`src/rtl/fifo_halfwidth_drain_ctrl_pkg.sv`:
```
// Shared types and helpers for the half-width FIFO drain controller.
package fifo_halfwidth_drain_ctrl_pkg;

  typedef enum logic [1:0] {
    DRAIN_IDLE = 2'd0,
    DRAIN_RUN  = 2'd1,
    DRAIN_FIN  = 2'd2
  } drainState_t;

  function automatic int halfWidth(input int width);
    return width / 2;
  endfunction

endpackage

```
`src/rtl/fifo_halfwidth_drain_ctrl_if.sv`:
```
// Command, FIFO read-port and output-stream signals of the drain controller.
// The controller side uses the slave modport; the surrounding environment uses master.
interface fifo_halfwidth_drain_ctrl_if #(
  parameter int WIDTH = 6,
  parameter int CW    = 7
);
  logic             cmd_valid;
  logic [CW-1:0]    cmd_count;
  logic             cmd_ready;
  logic             abort;
  logic             done;
  logic             fifo_valid;
  logic [WIDTH-1:0] fifo_dataout;
  logic             fifo_read;
  logic             fifo_onlyReadHalf;
  logic [WIDTH-1:0] out_data;
  logic             out_half;
  logic             out_valid;
  logic             out_ready;
  logic             half_pending;

  modport slave (
    input  cmd_valid, cmd_count, abort, fifo_valid, fifo_dataout, out_ready,
    output cmd_ready, done, fifo_read, fifo_onlyReadHalf, out_data, out_half,
           out_valid, half_pending
  );

  modport master (
    output cmd_valid, cmd_count, abort, fifo_valid, fifo_dataout, out_ready,
    input  cmd_ready, done, fifo_read, fifo_onlyReadHalf, out_data, out_half,
           out_valid, half_pending
  );
endinterface

```
`src/rtl/fifo_half_beat_select.sv`:
```
// Chooses the shape of the next beat from the dangling-half flag and the
// number of half-words still owed by the current command.
module fifo_half_beat_select
  import fifo_halfwidth_drain_ctrl_pkg::*;
#(
  parameter int WIDTH = 6,
  parameter int CW    = 7
) (
  input  logic             half_pending,
  input  logic [CW-1:0]    remaining,
  input  logic [WIDTH-1:0] fifo_dataout,
  output logic             beat_half,
  output logic             only_half,
  output logic [1:0]       dec,
  output logic [WIDTH-1:0] beat_data
);
  localparam int HALF = halfWidth(WIDTH);

  // A dangling high half, or a lone last half-word, goes out as a half beat
  // on the low lane; otherwise the whole head word goes out.
  always_comb begin
    beat_half = 1'b1;
    only_half = 1'b0;
    dec       = 2'd1;
    beat_data = {{HALF{1'b0}}, fifo_dataout[HALF-1:0]};
    if (!half_pending) begin
      if (remaining >= CW'(2)) begin
        beat_half = 1'b0;
        dec       = 2'd2;
        beat_data = fifo_dataout;
      end else begin
        only_half = 1'b1;
      end
    end
  end
endmodule

```
`src/rtl/fifo_halfwidth_drain_ctrl.sv`:
```
// Read-side sequencer for a half-width-read, first-word fall-through FIFO.
// Drains a commanded number of half-words and tracks whether the FIFO head
// has already lost its low half, across commands and aborts.
module fifo_halfwidth_drain_ctrl
  import fifo_halfwidth_drain_ctrl_pkg::*;
#(
  parameter int WIDTH      = 6,
  parameter int MAX_HALVES = 64
) (
  input logic                        clk,
  input logic                        reset,
  fifo_halfwidth_drain_ctrl_if.slave bus
);
  localparam int             CW      = $clog2(MAX_HALVES + 1);
  localparam logic [CW-1:0]  MAX_CNT = CW'(MAX_HALVES);

  drainState_t      state_q, state_d;
  logic [CW-1:0]    remaining_q, remaining_d;
  logic             half_pending_q, half_pending_d;

  logic             beat_half;
  logic             only_half;
  logic [1:0]       dec;
  logic [WIDTH-1:0] beat_data;
  logic             xfer;

  function automatic logic [CW-1:0] sat_count(input logic [CW-1:0] cnt);
    return (cnt > MAX_CNT) ? MAX_CNT : cnt;
  endfunction

  fifo_half_beat_select #(.WIDTH(WIDTH), .CW(CW)) u_sel (
    .half_pending (half_pending_q),
    .remaining    (remaining_q),
    .fifo_dataout (bus.fifo_dataout),
    .beat_half    (beat_half),
    .only_half    (only_half),
    .dec          (dec),
    .beat_data    (beat_data)
  );

  // Abort withdraws the beat in the same cycle, so it gates out_valid directly.
  assign bus.out_valid         = (state_q == DRAIN_RUN) & bus.fifo_valid & ~bus.abort;
  assign xfer                  = bus.out_valid & bus.out_ready;
  assign bus.fifo_read         = xfer;
  assign bus.fifo_onlyReadHalf = xfer & only_half;
  assign bus.out_data          = beat_data;
  assign bus.out_half          = beat_half;
  assign bus.cmd_ready         = (state_q == DRAIN_IDLE);
  assign bus.done              = (state_q == DRAIN_FIN);
  assign bus.half_pending      = half_pending_q;

  // Next-state, remaining-count and dangling-half bookkeeping.
  always_comb begin
    state_d        = state_q;
    remaining_d    = remaining_q;
    half_pending_d = half_pending_q;
    unique case (state_q)
      DRAIN_IDLE: begin
        if (bus.cmd_valid) begin
          remaining_d = sat_count(bus.cmd_count);
          state_d     = (sat_count(bus.cmd_count) == '0) ? DRAIN_FIN : DRAIN_RUN;
        end
      end
      DRAIN_RUN: begin
        if (bus.abort) begin
          remaining_d = '0;
          state_d     = DRAIN_FIN;
        end else if (xfer) begin
          remaining_d    = remaining_q - CW'(dec);
          half_pending_d = half_pending_q ? 1'b0 : only_half;
          if (remaining_q == CW'(dec)) state_d = DRAIN_FIN;
        end
      end
      DRAIN_FIN: begin
        state_d = DRAIN_IDLE;
      end
      default: begin
        state_d     = DRAIN_IDLE;
        remaining_d = '0;
      end
    endcase
  end

  // State register; reset is shared with the FIFO so half_pending stays coherent.
  always_ff @(posedge clk or posedge reset) begin
    if (reset) begin
      state_q        <= DRAIN_IDLE;
      remaining_q    <= '0;
      half_pending_q <= 1'b0;
    end else begin
      state_q        <= state_d;
      remaining_q    <= remaining_d;
      half_pending_q <= half_pending_d;
    end
  end
endmodule
```
`src/flat_wrapper.sv`:
```
// flat-port wrapper written by rule: the top's interface ports become plain ports
module fifo_halfwidth_drain_ctrl_flat import fifo_halfwidth_drain_ctrl_pkg::*;
#(
  parameter int WIDTH      = 6,
  parameter int MAX_HALVES = 64
)
  (clk, reset, bus_cmd_valid, bus_cmd_count, bus_abort, bus_fifo_valid, bus_fifo_dataout, bus_out_ready, bus_cmd_ready, bus_done, bus_fifo_read, bus_fifo_onlyReadHalf, bus_out_data, bus_out_half, bus_out_valid, bus_half_pending);
  fifo_halfwidth_drain_ctrl_if #(.WIDTH(WIDTH)) bus_i ();
  input logic clk;
  input logic reset;
  input wire logic [$bits(bus_i.cmd_valid)-1:0] bus_cmd_valid;
  input wire logic [$bits(bus_i.cmd_count)-1:0] bus_cmd_count;
  input wire logic [$bits(bus_i.abort)-1:0] bus_abort;
  input wire logic [$bits(bus_i.fifo_valid)-1:0] bus_fifo_valid;
  input wire logic [$bits(bus_i.fifo_dataout)-1:0] bus_fifo_dataout;
  input wire logic [$bits(bus_i.out_ready)-1:0] bus_out_ready;
  output wire logic [$bits(bus_i.cmd_ready)-1:0] bus_cmd_ready;
  output wire logic [$bits(bus_i.done)-1:0] bus_done;
  output wire logic [$bits(bus_i.fifo_read)-1:0] bus_fifo_read;
  output wire logic [$bits(bus_i.fifo_onlyReadHalf)-1:0] bus_fifo_onlyReadHalf;
  output wire logic [$bits(bus_i.out_data)-1:0] bus_out_data;
  output wire logic [$bits(bus_i.out_half)-1:0] bus_out_half;
  output wire logic [$bits(bus_i.out_valid)-1:0] bus_out_valid;
  output wire logic [$bits(bus_i.half_pending)-1:0] bus_half_pending;
  assign bus_i.cmd_valid = bus_cmd_valid;
  assign bus_i.cmd_count = bus_cmd_count;
  assign bus_i.abort = bus_abort;
  assign bus_i.fifo_valid = bus_fifo_valid;
  assign bus_i.fifo_dataout = bus_fifo_dataout;
  assign bus_i.out_ready = bus_out_ready;
  assign bus_cmd_ready = bus_i.cmd_ready;
  assign bus_done = bus_i.done;
  assign bus_fifo_read = bus_i.fifo_read;
  assign bus_fifo_onlyReadHalf = bus_i.fifo_onlyReadHalf;
  assign bus_out_data = bus_i.out_data;
  assign bus_out_half = bus_i.out_half;
  assign bus_out_valid = bus_i.out_valid;
  assign bus_half_pending = bus_i.half_pending;
  fifo_halfwidth_drain_ctrl #(.WIDTH(WIDTH), .MAX_HALVES(MAX_HALVES)) u_core (.clk(clk), .reset(reset), .bus(bus_i));
endmodule
```
`config.mk`:
```
export PLATFORM = sky130hd
export DESIGN_NAME = fifo_halfwidth_drain_ctrl_flat
export DESIGN_NICKNAME = d
export VERILOG_FILES = /design/src/rtl/fifo_halfwidth_drain_ctrl_pkg.sv /design/src/rtl/fifo_halfwidth_drain_ctrl_if.sv /design/src/rtl/fifo_half_beat_select.sv /design/src/rtl/fifo_halfwidth_drain_ctrl.sv /design/src/flat_wrapper.sv
export SDC_FILE = /design/constraint.sdc
export NUM_CORES = 1
export LEC_CHECK = 0
export CAP_MARGIN = 25
export CORE_MARGIN = 2
export CORE_UTILIZATION = 46
export DETAILED_ROUTE_END_ITERATION = 12
export GPL_TIMING_DRIVEN = 0
export PLACE_DENSITY_LB_ADDON = 0.1
export REMOVE_ABC_BUFFERS = 1
export SLEW_MARGIN = 20
export SYNTH_ARGS = -nofsm -noshare
export SYNTH_HDL_FRONTEND = slang
export SYNTH_HIERARCHICAL = 1
export SYNTH_SLANG_ARGS = --single-unit
export TNS_END_PERCENT = 5
```
`constraint.sdc`:
```
create_clock -name clk -period 4.4 [get_ports clk]
set_input_delay 1.1 -clock clk [delete_from_list [all_inputs] [get_ports clk]]
set_output_delay 1.1 -clock clk [all_outputs]
set_load 0.005 [all_outputs]
```
# Word-level counts from Yosys, hierarchy flattened
# Cells that the tools add are included.
word_totals:
  regBits: 10
  wordCells: 42
classes:
  add_sub_neg: 1
  n_lt_le_gt_ge: 2
  eq_ne: 6
  n_mux: 19
  bitwise_logic: 6
  n_reduce_logical: 5
ops:
  columns: ["op", "count"]
  rows:
  - ["two-way mux 7 bit", 4]
  - ["one-hot mux 7 bit (3 select lines)", 1]
  - ["two-way mux 2 bit", 7]
  - ["two-way mux 6 bit", 2]
  - ["AND reduction 3 bit", 3]
  - ["== test 7 x 2 -> 1 bit", 1]
  - [">= comparator 7 x 2 -> 1 bit (second input constant)", 1]
  - ["> comparator 7 bit (second input constant)", 1]
  - ["logical NOT 7 bit", 1]
  - ["subtractor 7 x 2 -> 7 bit", 1]
  - ["AND 1 bit", 4]
  - ["two-way mux 1 bit", 4]
  - ["one-hot mux 2 bit (2 select lines)", 1]
  - ["!= test 3 x 2 -> 1 bit (second input constant)", 1]
  - ["!= test 3 bit (second input constant)", 1]
  - ["== test 2 x 1 -> 1 bit (second input constant)", 1]
  - ["== test 2 bit (second input constant)", 1]
  - ["logical NOT 2 bit", 1]
  - ["!= test 2 bit (second input constant)", 1]
  - ["inverter 1 bit", 2]

# Logic depth before layout (Yosys ltp)
logic_depth:
  word_depth: 8
  depth_mapped: 9
  depth_no_buf: 8

# By module
# The synthesis kept the hierarchy.
modules_own_cells:
  columns: ["mod", "n_inst", "cells_each", "area_per_inst_um2"]
  rows:
  - ["fifo_halfwidth_drain_ctrl", 1, 79, 695.7]
  - ["fifo_half_beat_select", 1, 15, 111.4]

# Worst setup path before layout
# OpenSTA, ideal clock, no wires.
synth_path:
  path_type: "input to output"
  start: "in bus_abort"
  end: "out bus_fifo_onlyReadHalf"
  arrival_time_ns: 1.738
  path_slack_ns: 1.562
  stages: 4
  path_buffers: 0
  cell_sequence: "nor3b_2 nand3_1 inv_1 and2_1"
synth_via:
  elab_chain_cells: 4
synth_lines:
  columns: ["item", "line", "source"]
  rows:
  - ["start, declared", "flat_wrapper.sv:13", "input wire logic [$bits(bus_i.abort)-1:0] bus_abort;"]
  - ["inverter 1 bit (no source line)", null, null]
  - ["AND 1 bit", "fifo_halfwidth_drain_ctrl.sv:42", "assign bus.out_valid = (state_q == DRAIN_RUN) & bus.fifo_valid & ~bus.abort;"]
  - ["AND 1 bit", "fifo_halfwidth_drain_ctrl.sv:43", "assign xfer = bus.out_valid & bus.out_ready;"]
  - ["via bus_fifo_read", "flat_wrapper.sv:19", "output wire logic [$bits(bus_i.fifo_read)-1:0] bus_fifo_read;"]
  - ["AND 1 bit", "fifo_halfwidth_drain_ctrl.sv:45", "assign bus.fifo_onlyReadHalf = xfer & only_half;"]
  - ["end, declared", "flat_wrapper.sv:20", "output wire logic [$bits(bus_i.fifo_onlyReadHalf)-1:0] bus_fifo_onlyReadHalf;"]
# The timed path passes the listed nets, and every way through them passes these cells.

# Worst setup path in the final report
layout_path:
  start: "in bus_abort"
  end: "out bus_fifo_onlyReadHalf"
layout_via:
  elab_chain_cells: 4
layout_lines:
  columns: ["item", "line"]
  rows:
  - ["inverter 1 bit (no source line)", null]
  - ["AND 1 bit", "fifo_halfwidth_drain_ctrl.sv:42"]
  - ["AND 1 bit", "fifo_halfwidth_drain_ctrl.sv:43"]
  - ["AND 1 bit", "fifo_halfwidth_drain_ctrl.sv:45"]
# Every way passes these cells.

==> impl_metrics.py <==
metrics = {
    "worst_hold_path": {
        "hold_class": "register to register",
    },
    "placement": {
        "dp_hpwl_um": 1500,
        "place_area_um2": 1040,
        "io_buffers": 25,
        "place.gp.congestion": 0.816,
    },
    "drt": {
        "wl_um": 1990,
        "num_vias": 774,
        "firstDrtPassIters": 4,
        "remaining_drc_errors": 0,
        "vias_per_cell": 5.78,
        "drt.antenna.violating_nets": 0,
        "drt_iter0_markers": 17,
        "routedWlPerCell_um": 14.9,
    },
    "logic_synthesis": {
        "synth_edf_count": 0,
        "syn-cell-area_um2": 807,
        "netlist_instances": 94,
        "async_flop_share": 1.00,
        "yosysWarnings": 6,
        "yosysSeqAreaShare": 0.310,
        "synth_seq_cells": 10,
        "synth_ff_type": "dfrtp_1",
        "synth.distinct_cells": 32,
        "avgSynthCellArea_um2": 8.59,
    },
    "floorplan": {
        "row_count": 15,
        "start_util": 0.478,
        "dieArea_um2": 2110,
        "die-height_um": 45.9,
        "die_w_um": 45.9,
        "fp.coreArea_um2": 1690,
        "pin_count": 32,
    },
    "timing": {
        "clock.fmax_ghz": 0.251,
        "timing.final.crit_share": 0.906,
        "setup_viol": 0,
        "maxSlewHeadroom": 0.568,
        "fin_tns_setup_ps": 0,
        "fin_skew_ps": 5.71,
        "tightest_slew_ps": 643,
        "report.final.slew_viol_count": 0,
        "finalCriticalPeriod_ps": 3990,
        "holdWs_ps": 525,
        "hold_violations": 0,
        "rsz0062_at_grt": "false",
    },
    "clock_tree": {
        "cts_tree": "yes",
        "postCtsResizedCells": 0,
        "cts.htree.levels": 1,
        "cts_setup_buffers": 0,
        "clkTransAtPathRegs_ps": 70,
        "cts.sinks": 10,
        "cts_max_path_buffers": 2,
        "cts_buffers": 3,
        "cts_root_buffer": "clkbuf_4",
        "clkLatencyLatePin_ps": 270,
        "postCtsHoldBufs": 0,
    },
    "final_layout": {
        "area_growth_pct": 32.9,
        "layout_commonest_cell": "clkdlybuf4s50_1",
        "final_area_um2": 1070,
        "layout_common_cells": "clkdlybuf4s50_1 (25), dfrtp_1 (10), nor2_1 (9)",
        "fillCellCount": 159,
        "layout-drive-gt1-share": 0.0855,
        "register_area_um2": 250,
        "n_antenna_cell": 0,
        "layout.nets": 140,
        "fin_util": 0.635,
        "multiInputGateArea_um2": 488,
    },
    "worst_setup_path": {
        "start_kind": "input pin",
        "arrival_ps": 2890,
        "critPathMaxFanout": 6,
        "crit_required_ps": 3300,
        "max_stage_delay_ps": 500,
        "cp-end-kind": "primary output",
        "crit_top_cell": "clkdlybuf4s50_1",
        "critPathBufInv": 3,
        "r2r_slack_ps": 2020,
        "critPathKind": "input pin to primary output",
        "worstPathCellList": "clkdlybuf4s50_1, nor3b_2, nand3_1, inv_1, and2_1, clkdlybuf4s50_1",
        "critPathTopFamily": "buffers and inverters",
        "slowest_stage": "clkdlybuf4s50_1",
    },
    "power": {
        "power.total_w": 0.000747,
        "p_leak_nw": 0.445,
        "pwr_density_cell_nw_per_um2": 696,
        "ir_worst_vdd_mv": 0.405,
    },
    "grt": {
        "grt_max_degree": 11,
        "first_global_vias": 729,
        "grt.overflow.total": 0,
        "grt_pass1_wl_um": 3310,
        "antenna_found_initial": 0,
        "grtUsageTotal": 0.224,
    },
    "job": {
        "maxCapViolations": 0,
    },
    "outcome": {
        "outcome": "finished clean",
    },
}
## sequential cells by signal, summed over array words and instances, names as in the netlist
register and count:
u_core/remaining_q 7, u_core/state_q 2, u_core/bus.half_pending 1
## stage by stage
| step | setup slack (ps) | std cells |
|---|---|---|
| floorplan | 1560 | 88 |
| global placement | 414 | 130 |
| detailed placement | 441 | 130 |
| CTS | 411 | 134 |
| global route | 261 | 134 |
| finish | 413 | 134 |
## cells in the mapped netlist (2+ instances only)
| master | n | area [um^2] |
|---|---|---|
| nor4_1 | 3 | 18.8 |
| nor3_1 | 7 | 35.0 |
| nor2b_1 | 4 | 25.0 |
| nor2_1 | 9 | 33.8 |
| a22oi_1 | 4 | 30.0 |
| a21boi_0 | 2 | 15.0 |
| nand2b_1 | 3 | 18.8 |
| ha_1 | 2 | 25.0 |
| o21ai_0 | 4 | 20.0 |
| buf_4 | 5 | 37.5 |
| inv_1 | 7 | 26.3 |
| a21oi_1 | 8 | 40.0 |
| o22ai_1 | 3 | 18.8 |
| o2bb2ai_1 | 4 | 35.0 |
| and2_1 | 2 | 12.5 |
| dfrtp_1 | 10 | 250 |
| nand3_1 | 2 | 10.0 |
## metal layers
metal,routed length (um),vias up,GRT usage
met1,940,363,0.303
met4,24,0,0.0857
li1,-,392,-
met3,80,2,0.0476
met2,949,17,0.347
met5,0,-,0
## path summary, 6_finish.rpt
check                                      startpoint                    end  cells after the start
max in group asynchronous                       reset  u_core/remaining_q[0]                      2
worst min register to register  u_core/remaining_q[0]  u_core/remaining_q[0]                      2
min in group asynchronous                       reset  u_core/remaining_q[2]                      2
worst max register to register  u_core/remaining_q[3]  u_core/remaining_q[6]                      8
worst min-delay path            u_core/remaining_q[0]  u_core/remaining_q[0]                      2
worst max-delay path                        bus_abort  bus_fifo_onlyReadHalf                      6
## cell families after synthesis
| kind of cell | share of synthesized area |
|---|---|
| compound gates | 0.240 |
| simple gates | 0.295 |
| buf+inv | 0.0853 |
| mux | 0.0140 |
| fa+ha+maj | 0.0558 |
| flops | 0.310 |
## where the power goes
group	internal [W]	switching [W]	total, W
logic	0.000247	0.000231	0.000478
clock network	0.0000503	0.0000364	0.0000866
registers	0.000125	0.0000573	0.000183
## worst register-to-register path, delay by kind of cell (launching register included)
kind | cells | cell delay (ps)
AO/OA/AOI/OAI | 3 | 440
adder cells (fa/ha/maj) | 2 | 600
buffers and inverters | 1 | 50
flip-flops | 1 | 470
AND/OR/NAND/NOR | 2 | 740
## final cells by class
type / instances / area share
inverter: 7 / 0.0245
tap: 17 / 0.0198
timing repair buffer: 25 / 0.233
clock buffer: 4 / 0.0338
sequential: 10 / 0.233
multi-input combinational: 71 / 0.455
Note: power is estimated with default switching activity, not from simulation.
